`src/rtl/mem_stage_sram_if.sv`:
```
// SRAM port bundle between the memory stage (master) and a 16-bit
// asynchronous SRAM (slave).
interface mem_stage_sram_if #(
    parameter int AW = 18
);
    logic [AW-1:0] sram_addr;
    logic [15:0]   sram_wdata;
    logic [15:0]   sram_rdata;
    logic          sram_we_n;
    logic          sram_oe_n;

    modport master (
        output sram_addr,
        output sram_wdata,
        output sram_we_n,
        output sram_oe_n,
        input  sram_rdata
    );

    modport slave (
        input  sram_addr,
        input  sram_wdata,
        input  sram_we_n,
        input  sram_oe_n,
        output sram_rdata
    );
endinterface

```
`src/rtl/mem_stage_sram.sv`:
```
// Memory stage of the 32-bit pipeline. Word loads/stores are split into two
// half-word SRAM accesses (LO then HI); the pipeline is held with freeze
// until the access completes, then the MEM/WB register captures the result.
//
// state | meaning
// ------+----------------------------------------------------------
// IDLE  | no access in flight; a request starts the LO half
// LO    | SRAM driven with the low half-word address/data
// HI    | SRAM driven with the high half-word address/data
// DONE  | access complete, freeze dropped so MEM/WB can load
module mem_stage_sram #(
    parameter logic [31:0] BASE_ADDR   = 32'd1024,
    parameter int          AW          = 18,
    parameter int          WAIT_CYCLES = 1
) (
    input  logic        clk,
    input  logic        rst,

    input  logic        WB_EN,
    input  logic        MEM_R_EN,
    input  logic        MEM_W_EN,
    input  logic [31:0] alu_res,
    input  logic [31:0] val_rm,
    input  logic [3:0]  dest,

    output logic        freeze,

    output logic        WB_EN_OUT,
    output logic        MEM_R_EN_OUT,
    output logic [31:0] alu_res_out,
    output logic [31:0] mem_data_out,
    output logic [3:0]  dest_out,

    output logic [3:0]  MEM_dst,
    output logic        MEM_WB_EN,

    mem_stage_sram_if.master sram
);

    typedef enum logic [1:0] {
        S_IDLE = 2'd0,
        S_LO   = 2'd1,
        S_HI   = 2'd2,
        S_DONE = 2'd3
    } state_t;

    typedef struct packed {
        logic [AW-1:0] addr;
        logic [15:0]   wdata;
        logic          we_n;
        logic          oe_n;
    } drive_t;

    localparam logic [2:0] WAIT_C = 3'(WAIT_CYCLES);

    state_t        state;
    logic [2:0]    cnt;
    logic [31:0]   rd_buf;
    drive_t        drv;

    logic          req;
    logic          is_read;
    logic [AW-1:0] addr_lo;
    logic [AW-1:0] addr_hi;

    function automatic drive_t drv_idle();
        drive_t d;
        d.addr  = '0;
        d.wdata = '0;
        d.we_n  = 1'b1;
        d.oe_n  = 1'b1;
        return d;
    endfunction

    // Reads enable the output driver only; writes drive data and strobe WE.
    function automatic drive_t drv_half(input logic [AW-1:0] a,
                                        input logic [15:0]   d_in,
                                        input logic          rd);
        drive_t d;
        d.addr  = a;
        d.wdata = rd ? 16'h0000 : d_in;
        d.we_n  = rd;
        d.oe_n  = ~rd;
        return d;
    endfunction

    // Request decode and half-word address generation. The word offset is
    // (alu_res - BASE_ADDR) >> 2; shifting by one and clearing bit 0 yields
    // the LO half-word address directly, wrapping modulo 2^AW.
    always_comb begin
        req     = MEM_R_EN | MEM_W_EN;
        is_read = MEM_R_EN;
        addr_lo = AW'((alu_res - BASE_ADDR) >> 1) & ~AW'(1);
        addr_hi = addr_lo | AW'(1);
        freeze  = req & (state != S_DONE) & ~rst;
    end

    assign MEM_dst   = dest;
    assign MEM_WB_EN = WB_EN;

    assign sram.sram_addr  = drv.addr;
    assign sram.sram_wdata = drv.wdata;
    assign sram.sram_we_n  = drv.we_n;
    assign sram.sram_oe_n  = drv.oe_n;

    // Access sequencer; SRAM drive is registered and set up on the edge that
    // enters each half, so it is valid for the whole LO/HI window.
    always_ff @(posedge clk) begin
        if (rst) begin
            state  <= S_IDLE;
            cnt    <= 3'd0;
            rd_buf <= 32'h0;
            drv    <= drv_idle();
        end else begin
            case (state)
                S_IDLE: begin
                    if (req) begin
                        state <= S_LO;
                        cnt   <= 3'd0;
                        drv   <= drv_half(addr_lo, val_rm[15:0], is_read);
                    end
                end
                S_LO: begin
                    if (cnt == WAIT_C) begin
                        if (is_read) begin
                            rd_buf[15:0] <= sram.sram_rdata;
                        end
                        state <= S_HI;
                        cnt   <= 3'd0;
                        drv   <= drv_half(addr_hi, val_rm[31:16], is_read);
                    end else begin
                        cnt <= cnt + 3'd1;
                    end
                end
                S_HI: begin
                    if (cnt == WAIT_C) begin
                        if (is_read) begin
                            rd_buf[31:16] <= sram.sram_rdata;
                        end
                        state <= S_DONE;
                        cnt   <= 3'd0;
                        drv   <= drv_idle();
                    end else begin
                        cnt <= cnt + 3'd1;
                    end
                end
                S_DONE: begin
                    state <= S_IDLE;
                end
                default: begin
                    state <= S_IDLE;
                    cnt   <= 3'd0;
                    drv   <= drv_idle();
                end
            endcase
        end
    end

    // MEM/WB pipeline register; a bubble is inserted while the stage is frozen.
    always_ff @(posedge clk) begin
        if (rst || freeze) begin
            WB_EN_OUT    <= 1'b0;
            MEM_R_EN_OUT <= 1'b0;
            alu_res_out  <= 32'h0;
            mem_data_out <= 32'h0;
            dest_out     <= 4'h0;
        end else begin
            WB_EN_OUT    <= WB_EN;
            MEM_R_EN_OUT <= MEM_R_EN;
            alu_res_out  <= alu_res;
            mem_data_out <= MEM_R_EN ? rd_buf : 32'h0;
            dest_out     <= dest;
        end
    end

endmodule

```
`src/flat_wrapper.sv`:
```
// flat-port wrapper written by rule: the top's interface ports become plain ports
module mem_stage_sram_flat 
#(
    parameter logic [31:0] BASE_ADDR   = 32'd1024,
    parameter int          AW          = 18,
    parameter int          WAIT_CYCLES = 1
)
  (clk, rst, WB_EN, MEM_R_EN, MEM_W_EN, alu_res, val_rm, dest, freeze, WB_EN_OUT, MEM_R_EN_OUT, alu_res_out, mem_data_out, dest_out, MEM_dst, MEM_WB_EN, sram_sram_addr, sram_sram_wdata, sram_sram_we_n, sram_sram_oe_n, sram_sram_rdata);
  mem_stage_sram_if #(.AW(AW)) sram_i ();
  input  logic clk;
  input  logic rst;
  input  logic WB_EN;
  input  logic MEM_R_EN;
  input  logic MEM_W_EN;
  input  logic [31:0] alu_res;
  input  logic [31:0] val_rm;
  input  logic [3:0] dest;
  output logic freeze;
  output logic WB_EN_OUT;
  output logic MEM_R_EN_OUT;
  output logic [31:0] alu_res_out;
  output logic [31:0] mem_data_out;
  output logic [3:0] dest_out;
  output logic [3:0] MEM_dst;
  output logic MEM_WB_EN;
  output wire logic [$bits(sram_i.sram_addr)-1:0] sram_sram_addr;
  output wire logic [$bits(sram_i.sram_wdata)-1:0] sram_sram_wdata;
  output wire logic [$bits(sram_i.sram_we_n)-1:0] sram_sram_we_n;
  output wire logic [$bits(sram_i.sram_oe_n)-1:0] sram_sram_oe_n;
  input wire logic [$bits(sram_i.sram_rdata)-1:0] sram_sram_rdata;
  assign sram_sram_addr = sram_i.sram_addr;
  assign sram_sram_wdata = sram_i.sram_wdata;
  assign sram_sram_we_n = sram_i.sram_we_n;
  assign sram_sram_oe_n = sram_i.sram_oe_n;
  assign sram_i.sram_rdata = sram_sram_rdata;
  mem_stage_sram #(.BASE_ADDR(BASE_ADDR), .AW(AW), .WAIT_CYCLES(WAIT_CYCLES)) u_core (.clk(clk), .rst(rst), .WB_EN(WB_EN), .MEM_R_EN(MEM_R_EN), .MEM_W_EN(MEM_W_EN), .alu_res(alu_res), .val_rm(val_rm), .dest(dest), .freeze(freeze), .WB_EN_OUT(WB_EN_OUT), .MEM_R_EN_OUT(MEM_R_EN_OUT), .alu_res_out(alu_res_out), .mem_data_out(mem_data_out), .dest_out(dest_out), .MEM_dst(MEM_dst), .MEM_WB_EN(MEM_WB_EN), .sram(sram_i));
endmodule
```
`config.mk`:
```
export PLATFORM = sky130hd
export DESIGN_NAME = mem_stage_sram_flat
export DESIGN_NICKNAME = d
export VERILOG_FILES = /design/src/rtl/mem_stage_sram_if.sv /design/src/rtl/mem_stage_sram.sv /design/src/flat_wrapper.sv
export SDC_FILE = /design/constraint.sdc
export NUM_CORES = 1
export LEC_CHECK = 0
export CAP_MARGIN = 20
export CORE_ASPECT_RATIO = 1.25
export CORE_MARGIN = 2
export CORE_UTILIZATION = 43
export CTS_CLUSTER_SIZE = 10
export DETAILED_ROUTE_END_ITERATION = 6
export PLACE_DENSITY_LB_ADDON = 0.15
export SLEW_MARGIN = 0
export SYNTH_ARGS = -nofsm -noshare
export SYNTH_HDL_FRONTEND = slang
export SYNTH_SLANG_ARGS = --single-unit
export TNS_END_PERCENT = 100
```
`constraint.sdc`:
```
create_clock -name clk -period 2.3 [get_ports clk]
set_input_delay 0.46 -clock clk [delete_from_list [all_inputs] [get_ports clk]]
set_output_delay 0.46 -clock clk [all_outputs]
set_load 0.01 [all_outputs]
```
==> flow_summary.ini <==
[die]
floorplan.initialDensity_pct = 43.8
die_height_um = 125
die_area_um2 = 12700
placeableCoreArea_um2 = 11600
fp-row-count = 44
die-width_um = 101
ios = 201

[clock_network]
cts_tree = yes
tritoncts.num_buffers = 17
worst_setup_hold_path_clk_slew_ps = 60
cts_post_setup_buffers_inserted = 0
clockBufferDepth = 2
clk_root_buffer_cell = sky130_fd_sc_hd__clkbuf_16
clock_insertion_delay_worst_skew_ps = 420
cts_htree_levels = 4
clock_sink_count = 143

[drt]
drcViolationCount = 0
drt_wl_total_mm = 12.9
drt-pass1-iter-count = 4
routed-via-count = 4360
post_dr_wirelength_cell_um = 14.8
detail-route-antenna-nets = 0
routed_via_density = 5.02
drtIter0Drc = 162

[grt]
globalRouteOverflowTotal = 0
grt_antenna_before_repair = 0
grt.total_usage_pct = 20.7
global_route_wire_length_before_repair_mm = 20.7
grt_start_max_net_pins = 68
grt_pass1_vias = 4427

[synth]
synthesis.nets = 618
yosys.area_share.simple_pct = 24.1
synth-edff-count = 0
post_synthesis_xor_xnor_area_fraction_pct = 1.04
synthesis.yosys.warnings = 0
synth_async_sr_flop_share_pct = 0
post_synth_fa_ha_maj_area_fraction_pct = 1.73
multiplexer_share_of_the_synthesized_area_pct = 0.198
synth_area_um2 = 5070
synth-compound-area-share_pct = 11.3
synth-seq-area-share_pct = 56.5
synth.ff_latch_count = 143
main_combinational_cell_family_by_area_after_synthesis = simple AND/OR/NAND/NOR gates
synth_top_area_share_pct = 56.5
syn-instance-count = 522
synth.top_cells.by_area = sky130_fd_sc_hd__dfxtp_1, sky130_fd_sc_hd__nand2_1, sky130_fd_sc_hd__a21oi_1, sky130_fd_sc_hd__and2_1, sky130_fd_sc_hd__and3_1
dominantRegCellSynth = sky130_fd_sc_hd__dfxtp_1
synth.lib_cells_used.distinct = 40
synth_area_per_cell_um2 = 9.71
synth_area_leader_cell = sky130_fd_sc_hd__dfxtp_1

[sta]
tightestPinTransition_ps = 436
grt_setup_unrepaired = false
period_utilization_pct = 89.2
final-max-slew-violation-count = 0
final_count_of_negative_setup_slack_endpoints = 0
final_period_minus_worst_setup_slack_ps = 2050
slew_headroom_pct = 70.8
fin_setup_tns_ps = 0
final-hold-violation-count = 0
max_clock_freq_mhz = 487
fin_worst_skew_ps = 8.60

[setup_path]
start_kind = flop
worst_path_largest_cell_delay_ps = 460
timing.critical_path.slowest_stage_cell = sky130_fd_sc_hd__o211a_4
crit_path_max_fanout = 32
crit_path_end_kind = flop
worst_ep_arrival_time_ps = 2380
timing.setup.critical_path_class = flop to flop
path_cells = inv_1 -> ha_1 -> nor2_1 -> o211a_4 -> nand2_2 -> o31ai_1
critPathRequiredTime_ps = 2630

[final_layout]
layout.cells.most_common_list = sky130_fd_sc_hd__clkdlybuf4s50_1, sky130_fd_sc_hd__dfxtp_1, sky130_fd_sc_hd__nand2_1
fillCellCount = 929
final_nets = 814
post-route-util_pct = 67.4
antenna_diode_count = 0
drive_gt1_share_pct = 10.1
layout.cells.most_common = sky130_fd_sc_hd__clkdlybuf4s50_1
synthToLayoutAreaGrowth_pct = 53.9

[flow_run]
max_cap_viol_count = 0

[place]
globalplace.congestion = 0.800
dp_hpwl_mm = 9.10
io_buffers = 200

[power_and_ir_drop]
switching_share_pct = 32.0
p_switching_mw = 2.70
clkPwrFrac_pct = 33.0
combinationalPowerShare_pct = 31.7
internal_power_summed_over_all_cells_mw = 5.75
p_per_area_nw_per_um2 = 1080
leakage_nw = 3.07
vdd_drop_max_uv = 605
power.share.sequential_pct = 35.3

[outcome]
run_status = finished, final reports clean

[worst_hold_path]
min_path_type = flop to flop
[Yosys cell counts (5+ instances only)]
cell type / number
sky130_fd_sc_hd__buf_6: 5
sky130_fd_sc_hd__a221oi_2: 10
sky130_fd_sc_hd__a21oi_1: 48
sky130_fd_sc_hd__and3_1: 35
sky130_fd_sc_hd__inv_1: 7
sky130_fd_sc_hd__buf_4: 10
sky130_fd_sc_hd__nand2_1: 87
sky130_fd_sc_hd__nor2_1: 29
sky130_fd_sc_hd__and2_1: 36
sky130_fd_sc_hd__nor3_2: 5
sky130_fd_sc_hd__ha_1: 7
sky130_fd_sc_hd__nand3_1: 21
sky130_fd_sc_hd__a221oi_1: 6
sky130_fd_sc_hd__clkbuf_1: 20
sky130_fd_sc_hd__nor3_1: 15
sky130_fd_sc_hd__dfxtp_1: 143
[kinds of logic (layout without fill, tap and decap cells)]
family,after synthesis,count (layout)
and+or+nand+nor,239,239
DFF,143,143
AOI/OAI and AO/OA,79,79
buffers and inverters,47,256
adders and majority gates,7,7
xor gates and xnor gates,6,6
muxes,1,1
[state kept, by name, summed over array words and instances (netlist names)]
register and flops:
u_core.MEM_R_EN_OUT 1, u_core.cnt 3, u_core.sram.sram_oe_n 1, u_core.state 2, u_core.alu_res_out 32, u_core.sram.sram_addr 18, u_core.WB_EN_OUT 1, u_core.dest_out 4
u_core.sram.sram_we_n 1, u_core.sram.sram_wdata 16, u_core.mem_data_out 32, u_core.rd_buf 32
[through the flow]
step	hold slack (ps)	cells	cell area [um^2]	power, mW	worst slack [ps]
global placement	438	836	7160	5.67	-38.2
global route	466	869	7800	8.93	66.8
finish	453	869	7800	8.45	248
CTS	453	868	7770	8.51	8.67
detailed placement	444	836	7160	5.71	-128
floorplan	432	522	5070	4.65	527
[cell type report]
cell class	count	area (um^2)	share of cell area (%)
clock buffer	18	439	5.63
clock inverter	14	171	2.20
inverter	7	26.3	0.337
multi-input combinational	332	1960	25.1
sequential	143	2860	36.7
tap	138	173	2.21
timing repair buffer	217	2160	27.8
[path summary, 6_finish.rpt]
kind	start	endpoint	slack (ps)	depth (start not counted)
max	u_core.state[1]$_SDFFE_PP0P_	u_core.sram.sram_addr[17]$_SDFFE_PP0P_	250	6
min	u_core.rd_buf[0]$_SDFFE_PP0P_	u_core.rd_buf[0]$_SDFFE_PP0P_	450	2
max reg2reg	u_core.state[1]$_SDFFE_PP0P_	u_core.sram.sram_addr[17]$_SDFFE_PP0P_	250	6
min reg2reg	u_core.rd_buf[0]$_SDFFE_PP0P_	u_core.rd_buf[0]$_SDFFE_PP0P_	450	2
[power by group through the flow]
stage / combinational, mW / clock [mW] / sequential (mW)
detailed placement: 2.68 / 0 / 3.03
floorplan: 1.50 / 0 / 3.15
global placement: 2.66 / 0 / 3.01
global route: 2.94 / 2.96 / 3.03
CTS: 2.70 / 2.83 / 2.99
finish: 2.68 / 2.79 / 2.99
[worst max-delay path, delay by kind of cell (launching register included)]
| family | cells | cell delay (ps) |
|---|---|---|
| adders and majority gates | 1 | 270 |
| and+or+nand+nor | 2 | 470 |
| AOI/OAI and AO/OA | 2 | 710 |
| buffers and inverters | 1 | 110 |
| DFF | 1 | 400 |
[layer usage]
layer	wire length, um	GRT usage, %	up-vias
met5	0	0	-
met4	286	8.43	0
met3	931	7.94	25
met2	6490	35.5	171
met1	5140	22.6	2009
li1	-	-	2155
[repair_timing]
action / CTS / global route
endpoints found under the setup margin: 0 / 1
hold buffers: 0 / 0
resized for setup: 0 / 1
endpoints found under the hold margin: 0 / 0
No activity file was read; power rests on OpenSTA's default activity.
==> edit 1: new RTL, config.mk and constraints unchanged <==
Register the input `alu_res` before use, without a reset. The logic sees it one clock later. The other inputs are not delayed to match.
--- a/src/rtl/mem_stage_sram.sv
+++ b/src/rtl/mem_stage_sram.sv
@@ -54,4 +54,10 @@
     localparam logic [2:0] WAIT_C = 3'(WAIT_CYCLES);
 
+    logic [31:0] alu_res_q;
+
+    always_ff @(posedge clk) begin
+        alu_res_q <= alu_res;
+    end
+
     state_t        state;
     logic [2:0]    cnt;
@@ -91,5 +97,5 @@
         req     = MEM_R_EN | MEM_W_EN;
         is_read = MEM_R_EN;
-        addr_lo = AW'((alu_res - BASE_ADDR) >> 1) & ~AW'(1);
+        addr_lo = AW'((alu_res_q - BASE_ADDR) >> 1) & ~AW'(1);
         addr_hi = addr_lo | AW'(1);
         freeze  = req & (state != S_DONE) & ~rst;
@@ -168,5 +174,5 @@
             WB_EN_OUT    <= WB_EN;
             MEM_R_EN_OUT <= MEM_R_EN;
-            alu_res_out  <= alu_res;
+            alu_res_out  <= alu_res_q;
             mem_data_out <= MEM_R_EN ? rd_buf : 32'h0;
             dest_out     <= dest;
Check against the original RTL: not equivalent (a bounded check fails within 4 cycles, from zero or initial values and one cycle with rst high).
==> edit 1 against the original RTL <==
Sequential power increased by 17%. Largest cell class unchanged. Design area is 8.4% higher. Synthesized area grew 13%. Highest routed layer unchanged. Total power up 2.3%. Via count increased by 5.5%. Sequential cell count increased by 32. Setup slack improved by 0.095 ns. Fmax is 4.9% higher. Wire length up 3.5%.
==> edit 1: results (changes against the original RTL) <==
The detailed-route via count came out at 4600 (+5.5%). The startpoint of the worst register-to-register path is u_core.state[0]. For the number of design-rule violations left by the first detailed-router iteration, the log shows 189 (+17%). The run gives 0.0776 ns (+0.205 ns) as the pre-CTS worst setup slack. For the post-detailed-placement half-perimeter wirelength, the log shows 9490 um (+4.3%).

The slew at the pin closest to its max-slew limit works out to 0.625 ns (+0.189 ns). The launch point of the worst path was dest[2]. The run gives 3.29 nW (+7.3%) as the leakage component of the power. The setup clock skew after layout is 0.0126 ns (+0.00400 ns). Number of warnings issued by yosys: 0 (unchanged). The wire length after detailed routing is 13300 um (+3.5%). The run finished with clean final reports. In this run the critical register-to-register path is captured at u_core.sram.sram_wdata[6]. The worst stage delay on the critical path is 0.55 ns (+0.09 ns), and the highest net fanout along the worst path is 2 (-94%). The run gives 0.524 mV (-13%) as the maximum VDD drop.

The slowest cell on the critical path is clkdlybuf4s50_1. The worst reg-to-reg path cell count was 7 (+1). The number of standard cells in the final layout excluding fillers is 960 (+10%).

The placed cell count came out at 928 (+11%). Broken down by cell family, the worst path's largest delay share belongs to buffers and inverters. The number of global-route vias before repair was 4507 (+1.8%); the clock tree buffer depth was 2 (unchanged).

The initial core utilization was 43.7% (-0.13 points). The global-route wire length before repair was 21700 um (+4.8%). The commonest cells after synthesis are dfxtp_1 (175), nand2_1 (101), a21oi_1 (81). The final critical-path required period works out to 1.96 ns (-0.0953 ns).

The power density of the placed cells is 1020 nW/um^2 (-5.6%), and the net count of the finished layout is 872 (+7.1%). The number of nets produced by synthesis was 681 (+10%).
-- edit 1: kinds of logic (layout without fill, tap and decap cells) --
family | Yosys count | count (layout) | share of synthesized area [%]
AOI/OAI and AO/OA | 94 | 94 | 8.91
xor gates and xnor gates | 7 | 7 | 1.07
adders and majority gates | 7 | 7 | 1.53
buffers and inverters | 49 | 253 | 4.24
DFF | 175 | 175 | 61.1
muxes | 2 | 2 | 0.349
and+or+nand+nor | 251 | 251 | 22.8
-- edit 1: per-layer routing --
metal	vias up	track usage, %	wire (um)
li1	2318	-	-
met1	2116	22.9	5450
met2	148	32.4	6840
met3	18	5.12	797
met4	0	7.65	220
met5	-	0	0
-- edit 1: how the worst min path moves through the flow --
stage	start	to	slack, ns	cells past startpoint
detailed placement	u_core.alu_res_q[19]	u_core.alu_res_out[19]	0.41	1
CTS	u_core.alu_res_q[19]	u_core.alu_res_out[19]	0.43	1
global placement	u_core.alu_res_q[1]	u_core.alu_res_out[1]	0.41	1
floorplan	u_core.alu_res_q[0]	u_core.alu_res_out[0]	0.41	1
finish	u_core.alu_res_q[19]	u_core.alu_res_out[19]	0.42	1
global route	u_core.alu_res_q[30]	u_core.alu_res_out[30]	0.44	1
-- edit 1: final cells by class --
class | count | area, um^2
well taps | 171 | 214
inverters | 5 | 18.8
flip-flops and latches | 175 | 3500
repair buffers | 216 | 2150
multi-input cells | 361 | 1990
clock inverters | 15 | 144
clock buffers | 17 | 425
fillers | 1099 | 4660
-- edit 1: per-stage QoR --
| step | instance area [um^2] | power, mW |
|---|---|---|
| 6_report | 8450 | 8.65 |
| 2_1_floorplan | 5730 | 4.98 |
| 3_3_place_gp | 7880 | 5.96 |
| 5_1_grt | 8450 | 9.15 |
| 3_5_place_dp | 7880 | 6.04 |
| 4_1_cts | 8450 | 8.75 |
-- edit 1: report_power, final --
| group | total (mW) | switching (mW) | leakage [nW] | internal [mW] |
|---|---|---|---|---|
| clock network | 2.71 | 1.27 | 0.285 | 1.44 |
| registers | 3.49 | 0.155 | 1.43 | 3.34 |
| logic | 2.45 | 1.28 | 1.57 | 1.17 |
| total | 8.65 | 2.71 | 3.29 | 5.94 |
==> edit 2: new RTL, same settings <==
Made on the original files. `AW` is set to 18 in 3 places; all go to 36.
--- a/src/rtl/mem_stage_sram_if.sv
+++ b/src/rtl/mem_stage_sram_if.sv
@@ -2,5 +2,5 @@
 // asynchronous SRAM (slave).
 interface mem_stage_sram_if #(
-    parameter int AW = 18
+    parameter int AW = 36
 );
     logic [AW-1:0] sram_addr;
--- a/src/rtl/mem_stage_sram.sv
+++ b/src/rtl/mem_stage_sram.sv
@@ -11,5 +11,5 @@
 module mem_stage_sram #(
     parameter logic [31:0] BASE_ADDR   = 32'd1024,
-    parameter int          AW          = 18,
+    parameter int          AW          = 36,
     parameter int          WAIT_CYCLES = 1
 ) (
--- a/src/flat_wrapper.sv
+++ b/src/flat_wrapper.sv
@@ -3,5 +3,5 @@
 #(
     parameter logic [31:0] BASE_ADDR   = 32'd1024,
-    parameter int          AW          = 18,
+    parameter int          AW          = 36,
     parameter int          WAIT_CYCLES = 1
 )
Interface: changed (resized sram_sram_addr); port bits go from 201 to 219. The function was not compared with the original's and may differ.
==> edit 2 against the original RTL <==
Critical path depth is 2 higher. Setup slack worse by 0.038 ns. Total power is 12% higher. Design area is 12% higher. Sequential cell count is 14 higher. Final cell count is 14% higher. First-iteration DRC count is 12% lower. Wire length is 16% higher. Synthesized area is 12% higher. Largest power group unchanged. Highest routed layer unchanged.
==> edit 2: results (changes against the original RTL) <==
The run finished with clean final reports. The share of the yosys chip area belonging to registers is 55.3% (-1.2 points), and the net count of the finished layout is 907 (+11%). Among all flip-flop cells after synthesis, the most frequent one is dfxtp_1.

For the number of global-route vias before repair, the log shows 5029 (+14%). The logs give 0.666 mV (+10%) for the maximum VDD drop and 3.45 nW (+12%) for the leakage component of the power. The final weighted congestion of routability-driven global placement is 0.840 (+4.9%), and the iteration count of the initial detailed-routing pass is 5 (+1). Clock tree synthesis selected as its root buffer the cell clkbuf_16. For the headroom to the max-slew limit, the log shows 57.6% (-13 points). The number of nets produced by synthesis came out at 681 (+10%).

Global-route usage over all layers: 21.5% (+0.80 points). For the pin count of the biggest net entering global routing, the log shows 54 (-21%). The clock transition at the register clock pins on the worst setup and hold paths after CTS was 0.06 ns (about the same). The number of design-rule violations left by the first detailed-router iteration was 143 (-12%); the global-route wire length before repair was 24300 um (+17%). The fraction of layout cells with a size suffix above 1 is 10.3% (+0.17 points), and the final-layout worst hold slack is 0.450 ns (-0.00231 ns). The average cell area after synthesis was 9.68 um^2 (-0.25%). By area the synthesized netlist is led by dfxtp_1 (55%), nand2_1 (5.0%), and2_1 (4.1%).

The setup clock skew after layout is 0.00901 ns (+0.000414 ns). The arrival time of data at the critical path endpoint was 2.41 ns (+0.03 ns). The wire length after detailed routing was 14900 um (+16%).

The logs give 2 (unchanged) for the clock tree buffer depth and 10700 um (+17%) for the post-detailed-placement half-perimeter wirelength. The count of different cell masters after synthesis was 53 (+33%). The run gives 961 (+15%) as the placed cell count. The average via count per standard cell works out to 5.01 (-0.16%).

Pre-CTS worst setup slack: -0.182 ns (-0.0543 ns). The logs give 0 (unchanged) for the number of warnings issued by yosys and 17 (unchanged) for the total CTS buffers. Number of buffers inserted by port buffering: 217 (+8.5%). The commonest cells after synthesis are dfxtp_1 (157), nand2_1 (76), nor2_1 (53). The run gives 0 ns (unchanged) as the final sum of negative setup slack. The mean routed wirelength per cell came out at 14.9 um (+1.1%).

The highest net fanout along the worst path was 10 (-69%); the number of fillers in the final layout was 1051 (+13%). The maximum level of the CTS H-tree is 4 (unchanged). Final clock period utilization by the worst path: 90.8% (+1.6 points).
==> edit 2: cell types whose count changed after synthesis, sizes merged, moves of 13 or more <==
cell,delta
a21oi,-13
a22o,+14
nor2,+27
dfxtp,+14
nand3,-15
a22oi,+13
==> edit 2: worst paths after layout <==
path                     start                   endpoint  cells past startpoint
max            u_core.state[0]  u_core.sram.sram_wdata[3]                      8
max reg2reg    u_core.state[0]  u_core.sram.sram_wdata[3]                      8
min          u_core.rd_buf[15]          u_core.rd_buf[15]                      2
min reg2reg  u_core.rd_buf[15]          u_core.rd_buf[15]                      2
==> edit 2: kinds of logic (layout without fill, tap and decap cells) <==
kind of cell | Yosys count | in the layout | synth area share (%)
other | 1 | 1 | 0.0660
DFF | 157 | 157 | 55.3
xor gates and xnor gates | 18 | 18 | 2.77
buffers and inverters | 53 | 292 | 5.33
and+or+nand+nor | 254 | 254 | 23.0
adders and majority gates | 5 | 5 | 1.10
AOI/OAI and AO/OA | 97 | 97 | 12.1
muxes | 2 | 2 | 0.352
==> edit 2: through the flow <==
step | power, mW | instance area [um^2]
finish | 9.45 | 8710
global route | 9.97 | 8710
CTS | 9.50 | 8680
detailed placement | 6.69 | 8100
global placement | 6.60 | 8080
floorplan | 5.35 | 5680
==> edit 2: power by group <==
group          switching, mW  leakage [nW]  internal [mW]
logic                   1.71          1.89           1.59
clock network           1.14         0.281           1.62
registers              0.227          1.28           3.15
total                   3.08          3.45           6.37
==> edit 2: what timing repair did <==
action	4_1_cts	5_1_grt
setup endpoints to repair	0	41
setup buffers	0	0
resized for setup	0	4
hold buffers	0	0
==> edit 2: critical path: stages (launching register included) <==
cell and delay, ns:
dfxtp_1 0.33, inv_1 0.11, ha_1 0.27, or3b_1 0.47, buf_4 0.19, o211ai_4 0.12, buf_4 0.24, a221oi_1 0.08
nor3_1 0.19
==> edit 2: metal layers <==
layer,routed length (um),track usage [%],vias up
li1,-,-,2455
met1,5800,23.2,2320
met2,7670,38.9,180
met3,1050,6.90,24
met4,338,7.94,0
met5,0,0,-
==> edit 2: cell type report <==
class,instances,area (um^2),share of cell area [%]
Multi-Input combinational cell,377,2270,26.0
Sequential cell,157,3140,36.1
Inverter,5,18.8,0.216
Tap cell,168,210,2.41
Clock inverter,14,159,1.82
Timing Repair Buffer,255,2480,28.5
Clock buffer,18,429,4.93
